==> config.mk <==
export PLATFORM = sky130hd
export DESIGN_NAME = wb_stage
export DESIGN_NICKNAME = d
export VERILOG_FILES = /design/src/rtl/wb_stage.sv
export SDC_FILE = /design/constraint.sdc
export NUM_CORES = 1
export LEC_CHECK = 0
export ABC_AREA = 1
export ABC_CLOCK_PERIOD_IN_PS = 2610
export CAP_MARGIN = 20
export CORE_MARGIN = 8
export CORE_UTILIZATION = 44
export DETAILED_ROUTE_END_ITERATION = 6
export MAX_ROUTING_LAYER = met4
export PLACE_DENSITY = 0.79
export SLEW_MARGIN = 10
export SYNTH_ARGS = -nofsm -noshare
export SYNTH_HDL_FRONTEND = slang
export SYNTH_SLANG_ARGS = --single-unit
==> constraint.sdc <==
create_clock -name clk -period 2.61 [get_ports clk]
set_input_delay 0.3915 -clock clk [delete_from_list [all_inputs] [get_ports clk]]
set_output_delay 0.3915 -clock clk [all_outputs]
set_load 0.005 [all_outputs]
==> src/rtl/wb_stage.sv <==
// Writeback stage: picks the writeback source, formats loads, waits on UART RX
// bytes with a timeout, and drives the register-file write port and instret.
module wb_stage #(
    parameter int unsigned UART_TIMEOUT = 1024,
    parameter int unsigned CNT_W        = 32
) (
    input  logic             clk,
    input  logic             reset,
    input  logic             in_valid,
    output logic             in_ready,
    input  logic             flush,
    input  logic [4:0]       in_rd,
    input  logic             in_reg_write,
    input  logic [1:0]       in_wb_sel,
    input  logic [31:0]      in_alu_result,
    input  logic [31:0]      in_pc_plus4,
    input  logic [31:0]      in_load_data,
    input  logic [2:0]       in_funct3,
    input  logic [1:0]       in_addr_lo,
    input  logic [7:0]       uart_rx_data,
    input  logic             uart_rx_valid,
    output logic             uart_rx_ack,
    output logic             rf_we,
    output logic [4:0]       rf_waddr,
    output logic [31:0]      rf_wdata,
    output logic             load_fault,
    output logic             uart_timeout,
    output logic [CNT_W-1:0] instret
);

    localparam int unsigned TW = (UART_TIMEOUT > 1) ? $clog2(UART_TIMEOUT) : 1;
    localparam logic [TW-1:0] TLast = TW'(UART_TIMEOUT - 1);

    typedef enum logic [0:0] {StIdle, StWaitUart} state_e;

    state_e            state_q, state_d;
    logic [TW-1:0]     cnt_q, cnt_d;
    logic [4:0]        rd_q, rd_d;
    logic              rw_q, rw_d;
    logic              rf_we_d;
    logic [4:0]        rf_waddr_d;
    logic [31:0]       rf_wdata_d;
    logic              load_fault_d;
    logic              uart_timeout_d;
    logic [CNT_W-1:0]  instret_d;

    logic [7:0]  ld_byte;
    logic [15:0] ld_half;
    logic [31:0] ld_val;
    logic        ld_bad;
    logic [31:0] sel_val;
    logic        accept;

    // Load formatting from the raw aligned word.
    always_comb begin
        ld_val = 32'h0;
        ld_bad = 1'b0;
        unique case (in_addr_lo)
            2'd0:    ld_byte = in_load_data[7:0];
            2'd1:    ld_byte = in_load_data[15:8];
            2'd2:    ld_byte = in_load_data[23:16];
            default: ld_byte = in_load_data[31:24];
        endcase
        ld_half = in_addr_lo[1] ? in_load_data[31:16] : in_load_data[15:0];
        case (in_funct3)
            3'b000: ld_val = {{24{ld_byte[7]}}, ld_byte};
            3'b100: ld_val = {24'h0, ld_byte};
            3'b001: begin
                ld_val = {{16{ld_half[15]}}, ld_half};
                ld_bad = in_addr_lo[0];
            end
            3'b101: begin
                ld_val = {16'h0, ld_half};
                ld_bad = in_addr_lo[0];
            end
            3'b010: begin
                ld_val = in_load_data;
                ld_bad = (in_addr_lo != 2'd0);
            end
            default: ld_bad = 1'b1;
        endcase
    end

    always_comb begin
        unique case (in_wb_sel)
            2'd1:    sel_val = ld_val;
            2'd2:    sel_val = in_pc_plus4;
            default: sel_val = in_alu_result;
        endcase
    end

    assign in_ready    = (state_q == StIdle) && !flush;
    assign uart_rx_ack = (state_q == StWaitUart) && uart_rx_valid && !flush;
    assign accept      = in_valid && in_ready;

    always_comb begin
        state_d        = state_q;
        cnt_d          = cnt_q;
        rd_d           = rd_q;
        rw_d           = rw_q;
        rf_we_d        = 1'b0;
        rf_waddr_d     = rf_waddr;
        rf_wdata_d     = rf_wdata;
        load_fault_d   = 1'b0;
        uart_timeout_d = 1'b0;
        instret_d      = instret;

        unique case (state_q)
            StIdle: begin
                if (accept) begin
                    if (in_wb_sel == 2'd3) begin
                        state_d = StWaitUart;
                        rd_d    = in_rd;
                        rw_d    = in_reg_write;
                        cnt_d   = '0;
                    end else if (in_wb_sel == 2'd1 && ld_bad) begin
                        load_fault_d = 1'b1;
                    end else begin
                        rf_we_d   = in_reg_write && (in_rd != 5'd0);
                        instret_d = instret + CNT_W'(1);
                        if (rf_we_d) begin
                            rf_waddr_d = in_rd;
                            rf_wdata_d = sel_val;
                        end
                    end
                end
            end
            default: begin
                if (flush) begin
                    state_d = StIdle;
                end else if (uart_rx_valid || cnt_q == TLast) begin
                    // A byte arriving on the expiry cycle still wins.
                    state_d        = StIdle;
                    uart_timeout_d = !uart_rx_valid;
                    rf_we_d        = rw_q && (rd_q != 5'd0);
                    instret_d      = instret + CNT_W'(1);
                    if (rf_we_d) begin
                        rf_waddr_d = rd_q;
                        rf_wdata_d = uart_rx_valid ? {24'h0, uart_rx_data} : 32'hFFFF_FFFF;
                    end
                end else begin
                    cnt_d = cnt_q + TW'(1);
                end
            end
        endcase
    end

    always_ff @(posedge clk or posedge reset) begin
        if (reset) begin
            state_q      <= StIdle;
            cnt_q        <= '0;
            rd_q         <= 5'd0;
            rw_q         <= 1'b0;
            rf_we        <= 1'b0;
            rf_waddr     <= 5'd0;
            rf_wdata     <= 32'h0;
            load_fault   <= 1'b0;
            uart_timeout <= 1'b0;
            instret      <= '0;
        end else begin
            state_q      <= state_d;
            cnt_q        <= cnt_d;
            rd_q         <= rd_d;
            rw_q         <= rw_d;
            rf_we        <= rf_we_d;
            rf_waddr     <= rf_waddr_d;
            rf_wdata     <= rf_wdata_d;
            load_fault   <= load_fault_d;
            uart_timeout <= uart_timeout_d;
            instret      <= instret_d;
        end
    end

endmodule

# Yosys cells after proc, flatten, opt, wreduce, memory -nomap -nowiden
# Cells that the tools add are included.
# classes
addsub,2
n_eq_ne,16
muxes,51
n_bitwise,1
n_reduce_logical,24
# op_table
operator,count
32-bit two-way mux,15
32-bit case mux with 5 select lines,1
32-bit case mux with 2 select lines,1
10-bit two-way mux,5
5-bit two-way mux,8
"32-bit by 1-bit adder with 32-bit output, second input constant",1
8-bit case mux with 3 select lines,1
1-bit two-way mux,18
16-bit two-way mux,1
"10-bit by 1-bit adder with 10-bit output, second input constant",1
"10-bit equality test, second input constant",1
5-bit nonzero test,2
"2-bit inequality test, second input constant",4
2-bit nonzero test,4
1-bit logical AND,7
7-bit AND reduction,1
"2-bit equality test, second input constant",3
"3-bit equality test, second input constant",2
5-bit AND reduction,1
"2-bit by 1-bit equality test with 1-bit output, second input constant",2
"2-bit by 1-bit inequality test with 1-bit output, second input constant",2
4-bit AND reduction,1
2-bit OR reduction,2
"3-bit by 1-bit equality test with 1-bit output, second input constant",1
8 further kinds,9
# totals
regBits,89
out_inout_bits,74
wordCells,104

# Longest topological paths before layout
# Gate-level depths: netlist (run 1).
# depth
word_depth,9
depth_mapped,15

# Worst setup path before layout (run 1)
# OpenSTA, ideal clock, no wires.
# synth_timing
path_kind,reg2reg
from,register cnt_q[0]
to,register instret[15]
setup_ns,0.117
arrival_ns,1.599
required_time_ns,2.493
path_slack_ns,0.894
stages_incl_launch_ff,14
cell_sequence,dfrtp_1 ha_1 inv_1 nor2_4 nand2_2 o21bai_4 nor2_2 nor2_2 nand2_2 inv_2 buf_6 nand2_1 nand2_1 nand2_1
# synth_via
elab_chain_cells,4
# synth_lines
item,line,rtl
start: declaration,37,"logic [TW-1:0] cnt_q, cnt_d;"
start signal: assignment,162,cnt_q <= cnt_d;
10-bit equality test,131,end else if (uart_rx_valid || cnt_q == TLast) begin
1-bit logical OR,131,
2-bit by 1-bit inequality test with 1-bit output (no source line),n/a,
5-bit AND reduction (no source line),n/a,
end signal: assignment,170,instret <= instret_d;
end: declaration,28,output logic [CNT_W-1:0] instret
# Every way passes these cells.
# A chain may end at the register's enable or synchronous reset.

# Worst setup path in the final report (run 1)
# layout_timing
from,register cnt_q[0]
to,register rf_wdata[14]
# layout_via
elab_chain_cells,4
# layout_lines
item,line,rtl
10-bit equality test,131,
1-bit logical OR,131,
2-bit by 1-bit inequality test with 1-bit output (no source line),n/a,
7-bit AND reduction (no source line),n/a,
end signal: assignment,167,rf_wdata <= rf_wdata_d;
end: declaration,25,"output logic [31:0] rf_wdata,"
# Every way passes these cells.

==> impl_metrics.yaml, run 1 <==
run_status:
  status: "complete, no violations"
synth:
  yosysWarnings: 0
  synth_edf_count: 0
  synth-main-ff-cell: "dfrtp_1"
  seq_area_frac_synth_pct: 34.4
  ys_seq_elements: 89
  async_flop_share_pct: 100
  syn_inst: 1050
  syn_area_mm2: 0.00648
  syn_nets: 1177
  synth.distinct_cells: 37
  syn_area_per_cell_um2: 6.17
clock_tree:
  hold_buffers: 0
  ctsResizeCount: 0
  cts_made_buffers: 9
  cts_root_buf: "clkbuf_16"
  clockBufferDepth: 2
  clock_latency_ns: 0.35
  cts_num_sinks: 89
  cts_tree: "done"
  postCtsSetupBuffers: 0
  clk_pin_slew_ns: 0.07
  h-tree-depth: 3
global_route:
  grt_pass1_wl_um: 36200
  gr-total-overflow: 0
  grt_max_degree: 62
  track_usage_pct: 25.2
  antenna_found_initial: 2
  grt_pass1_vias: 7052
timing:
  rsz0062_at_grt: "no"
  fmax_ghz: 0.441
  setup_ws_ns: 0.345
  setup_viol: 0
  tightest_slew_ns: 0.763
  skew_ns: 0.00831
  finalCritPeriodShare_pct: 86.8
  finalMaxSlewViolations: 0
  period_needed_ns: 2.27
  fin_tns_setup_ns: 0
  relSlewSlack_pct: 49.0
  hold_viol: 0
placement:
  numPortBuffers: 195
  place.gp.congestion: 0.977
  placedCellCount: 1399
  placed_cell_area_mm2: 0.00857
  hpwl_um: 17300
  dp_slack_ns: 0.137
floorplanning:
  fp.dieArea_mm2: 0.0189
  die_y_um: 137
  ios: 196
  initial_utilization_pct: 44.7
  die_w_um: 137
  core_mm2: 0.0145
  rows: 44
finish:
  design_area_mm2: 0.00890
  layout_commonest_cell: "nand2_1"
  drive_gt1_share_pct: 4.79
  fin_nets: 1353
  final_cell_mix: "nand2_1, clkdlybuf4s50_1, nor2_1"
  syn2layout_area_growth_pct: 37.4
  stdcell_count: 1417
setup_path:
  required_ns: 2.80
  cp_data_arrival_time_ns: 2.46
  critical_path_class: "reg2reg"
  cp-end-kind: "register"
  critPathMaxFanout: 24
  cp-start-kind: "register"
routing:
  wl_per_cell_um: 16.0
  drt_first_pass_iters: 5
  ant_nets: 0
  vias_per_cell: 5.07
  drt_first_iter_violations: 529
  wirelength_um: 22700
  vias: 7187
  drc_errors: 0
job:
  maxCapViolations: 0
pwr:
  power_leakage_nw: 4.29
  p_per_area_mw_per_mm2: 544
  ir_drop_v: 0.000419
  p_total_mw: 4.84
min_path:
  min_path_type: "in2async"
-- stage by stage --
stage / util (%) / hold slack, ns
final: 61.5 / 0.310
after global routing: 61.5 / 0.331
after CTS: 61.4 / 0.309
after detailed placement: 59.2 / 0.465
after global placement: 59.2 / 0.464
after floorplan: - / 0.464
-- worst paths after layout --
path                              from      endpoint  slack, ns  cells past startpoint
max in group asynchronous        reset  rf_wdata[16]       1.72                      3
max                           cnt_q[0]  rf_wdata[14]       0.34                      8
min                              reset   rf_wdata[8]       0.31                      2
max reg2reg                   cnt_q[0]  rf_wdata[14]       0.34                      8
min in group clk           rf_wdata[7]   rf_wdata[7]       0.48                      2
min reg2reg                rf_wdata[7]   rf_wdata[7]       0.48                      2
-- synth_stat cells, types with 8 or more instances --
master | count | share of area [%]
inv_1 | 72 | 4.2
clkbuf_1 | 22 | 1.3
xnor2_1 | 15 | 2.0
nand3_1 | 39 | 3.0
xor2_1 | 19 | 2.6
nor3_1 | 13 | 1.0
nor2_1 | 169 | 9.8
dfrtp_1 | 89 | 34
nand4_1 | 8 | 0.77
a21oi_1 | 56 | 4.3
nand2_1 | 431 | 25
o21ai_1 | 20 | 1.5
o21ai_0 | 30 | 2.3
buf_2 | 14 | 1.1
-- power breakdown --
part / switching [mW] / internal, mW / total (mW)
combinational: 0.702 / 0.828 / 1.53
sequential: 0.241 / 1.63 / 1.87
clock: 0.592 / 0.849 / 1.44
-- worst max-delay path, cell delays in order, from the launching register on --
cell and delay, ns:
dfrtp_1 0.43, ha_1 0.25, inv_1 0.10, nor2_4 0.14, nand2_2 0.10, o21bai_4 0.16
nand3b_4 0.12, a21oi_4 0.64, a21oi_1 0.15
-- registers in the layout, indices dropped and copies added, names as in the netlist --
signal	cells
instret	32
rf_wdata	32
load_fault	1
cnt_q	10
rf_waddr	5
rf_we	1
rw_q	1
uart_timeout	1
state_q	1
rd_q	5
-- area by class of cell --
class | instances | area [um^2]
clock buffer | 9 | 225
antenna | 2 | 5.00
sequential | 89 | 2230
tap | 184 | 230
multi-input combinational | 835 | 3710
timing repair buffer | 214 | 2110
clock inverter | 7 | 101
inverter | 77 | 295
fill | 1413 | 5580
-- layer usage --
metal | wire, um | GRT usage (%) | vias up
li1 | - | - | 3623
met1 | 9750 | 30.8 | 3262
met2 | 10600 | 39.7 | 266
met3 | 1780 | 6.27 | 36
met4 | 582 | 8.57 | 0
met5 | 0 | - | -
-- kinds of logic after synthesis --
family	after synthesis	synth area share, %
and+or+nand+nor	678	41.8
adders and majority gates	5	0.966
DFF	89	34.4
muxes	1	0.174
xor gates and xnor gates	34	4.60
buffers and inverters	126	8.38
AOI/OAI and AO/OA	117	9.66
(Power assumes the default switching activity.)
==> inputs of run 2 (changes only) <==
--- a/config.mk
+++ b/config.mk
@@ -8,11 +8,14 @@
 export ABC_AREA = 1
 export ABC_CLOCK_PERIOD_IN_PS = 2610
 export CAP_MARGIN = 20
+export CELL_PAD_IN_SITES_DETAIL_PLACEMENT = 0
+export CELL_PAD_IN_SITES_GLOBAL_PLACEMENT = 1
 export CORE_MARGIN = 8
-export CORE_UTILIZATION = 44
+export CORE_UTILIZATION = 29
 export DETAILED_ROUTE_END_ITERATION = 6
 export MAX_ROUTING_LAYER = met4
-export PLACE_DENSITY = 0.79
+export PLACE_DENSITY_LB_ADDON = 0.1
+export SETUP_SLACK_MARGIN = 0.02
 export SLEW_MARGIN = 10
 export SYNTH_ARGS = -nofsm -noshare
 export SYNTH_HDL_FRONTEND = slang
==> impl_metrics.yaml, run 2 (synthesis results as in run 1) <==
run_status:
  status: "complete, no violations"
finish:
  drive_gt1_share_pct: 5.17
  top_regs: "instret (32), rf_wdata (32), cnt_q (10)"
  final_cell_mix: "nand2_1, clkdlybuf4s50_1, nor2_1"
  stdcell_count: 1518
  layout_commonest_cell: "nand2_1"
  fin_nets: 1359
  design_area_mm2: 0.00910
  syn2layout_area_growth_pct: 40.6
job:
  maxCapViolations: 0
clock_tree:
  cts_made_buffers: 9
  clockBufferDepth: 2
  cts_num_sinks: 89
  hold_buffers: 0
  clock_latency_ns: 0.34
  postCtsSetupBuffers: 0
  ctsResizeCount: 0
  clk_pin_slew_ns: 0.07
  cts_tree: "done"
  cts_root_buf: "clkbuf_16"
  h-tree-depth: 3
min_path:
  min_path_type: "in2async"
floorplanning:
  fp.dieArea_mm2: 0.0274
  core_mm2: 0.0219
  rows: 54
  die_y_um: 165
  ios: 196
  die_w_um: 165
  initial_utilization_pct: 29.6
global_route:
  grt_max_degree: 38
  gr-total-overflow: 0
  track_usage_pct: 18.6
  grt_pass1_vias: 6927
  antenna_found_initial: 1
  grt_pass1_wl_um: 38600
timing:
  rsz0062_at_grt: "no"
  finalCritPeriodShare_pct: 82.8
  skew_ns: 0.00615
  hold_viol: 0
  tightest_slew_ns: 0.587
  fmax_ghz: 0.463
  setup_viol: 0
  finalMaxSlewViolations: 0
  period_needed_ns: 2.16
  setup_ws_ns: 0.450
  fin_tns_setup_ns: 0
  relSlewSlack_pct: 60.9
setup_path:
  rrSetupSlack_ns: 0.45
  slowest_delay_ns: 0.45
  startpoint: "cnt_q[0]"
  cp-end-kind: "register"
  path_cells: "ha_1, inv_1, nor2_4, nand2_2, o21bai_4, nor2_2, nor2_2, nand2_2, inv_2, buf_12, nand3b_1, nand2_1"
  required_ns: 2.90
  r2r_start: "cnt_q[0]"
  cp_data_arrival_time_ns: 2.45
  cp_slowest_cell: "dfrtp_1"
  critPathMaxFanout: 16
  cp-start-kind: "register"
  critical_path_class: "reg2reg"
placement:
  placedCellCount: 1501
  numPortBuffers: 195
  hpwl_um: 19000
  place.gp.congestion: 0.864
  dp_slack_ns: 0.224
  placed_cell_area_mm2: 0.00883
routing:
  drt_first_pass_iters: 5
  wirelength_um: 24500
  drc_errors: 0
  wl_per_cell_um: 16.2
  vias_per_cell: 4.54
  drt_first_iter_violations: 433
  vias: 6892
  ant_nets: 0
pwr:
  p_per_area_mw_per_mm2: 513
  power_leakage_nw: 4.32
  ir_drop_v: 0.000284
-- run 2: metrics by stage --
stage / util [%] / hold WS, ns / power, mW
2_1_floorplan: - / 0.464 / 2.51
3_3_place_gp: 40.3 / 0.462 / 3.46
3_5_place_dp: 40.3 / 0.465 / 3.47
4_1_cts: 41.6 / 0.443 / 4.75
5_1_grt: 41.6 / 0.479 / 4.98
6_report: 41.6 / 0.438 / 4.67
-- run 2: power breakdown --
| group | internal (mW) | total (mW) | leakage, nW | switching [mW] |
|---|---|---|---|---|
| clock network | 0.651 | 1.25 | 0.129 | 0.604 |
| registers | 1.63 | 1.86 | 1.14 | 0.232 |
| logic | 0.853 | 1.56 | 3.06 | 0.706 |
| total | 3.13 | 4.67 | 4.32 | 1.54 |
-- run 2: final cells by class --
cell class	instances	area (um^2)
Sequential cell	89	2230
Tap cell	280	350
Antenna cell	1	2.50
Fill cell	2369	12800
Inverter	77	295
Clock inverter	6	42.5
Clock buffer	10	229
Timing Repair Buffer	220	2250
Multi-Input combinational cell	835	3710
-- run 2: worst max-delay path, delay by kind of cell, from the launching register on --
| family | cells | cell delay, ns |
|---|---|---|
| adder cells (fa/ha/maj) | 1 | 0.26 |
| AND/OR/NAND/NOR | 7 | 0.67 |
| flip-flops | 1 | 0.45 |
| AO/OA/AOI/OAI | 1 | 0.17 |
| buffers and inverters | 3 | 0.53 |
-- run 2: worst paths after layout --
kind | endpoint | cells past startpoint
worst max-delay path | instret[12] | 12
worst min-delay path | rf_wdata[11] | 2
worst max register to register | instret[12] | 12
worst min register to register | rf_wdata[1] | 2
max in group asynchronous | cnt_q[5] | 4
min in group clk | rf_wdata[1] | 2
-- run 2: routing by layer --
layer,GRT usage [%],wire [um],vias to the layer above
li1,-,-,3627
met1,25.2,11900,3100
met2,29.3,11200,155
met5,-,0,-
met4,3.21,199,0
met3,2.85,1260,10
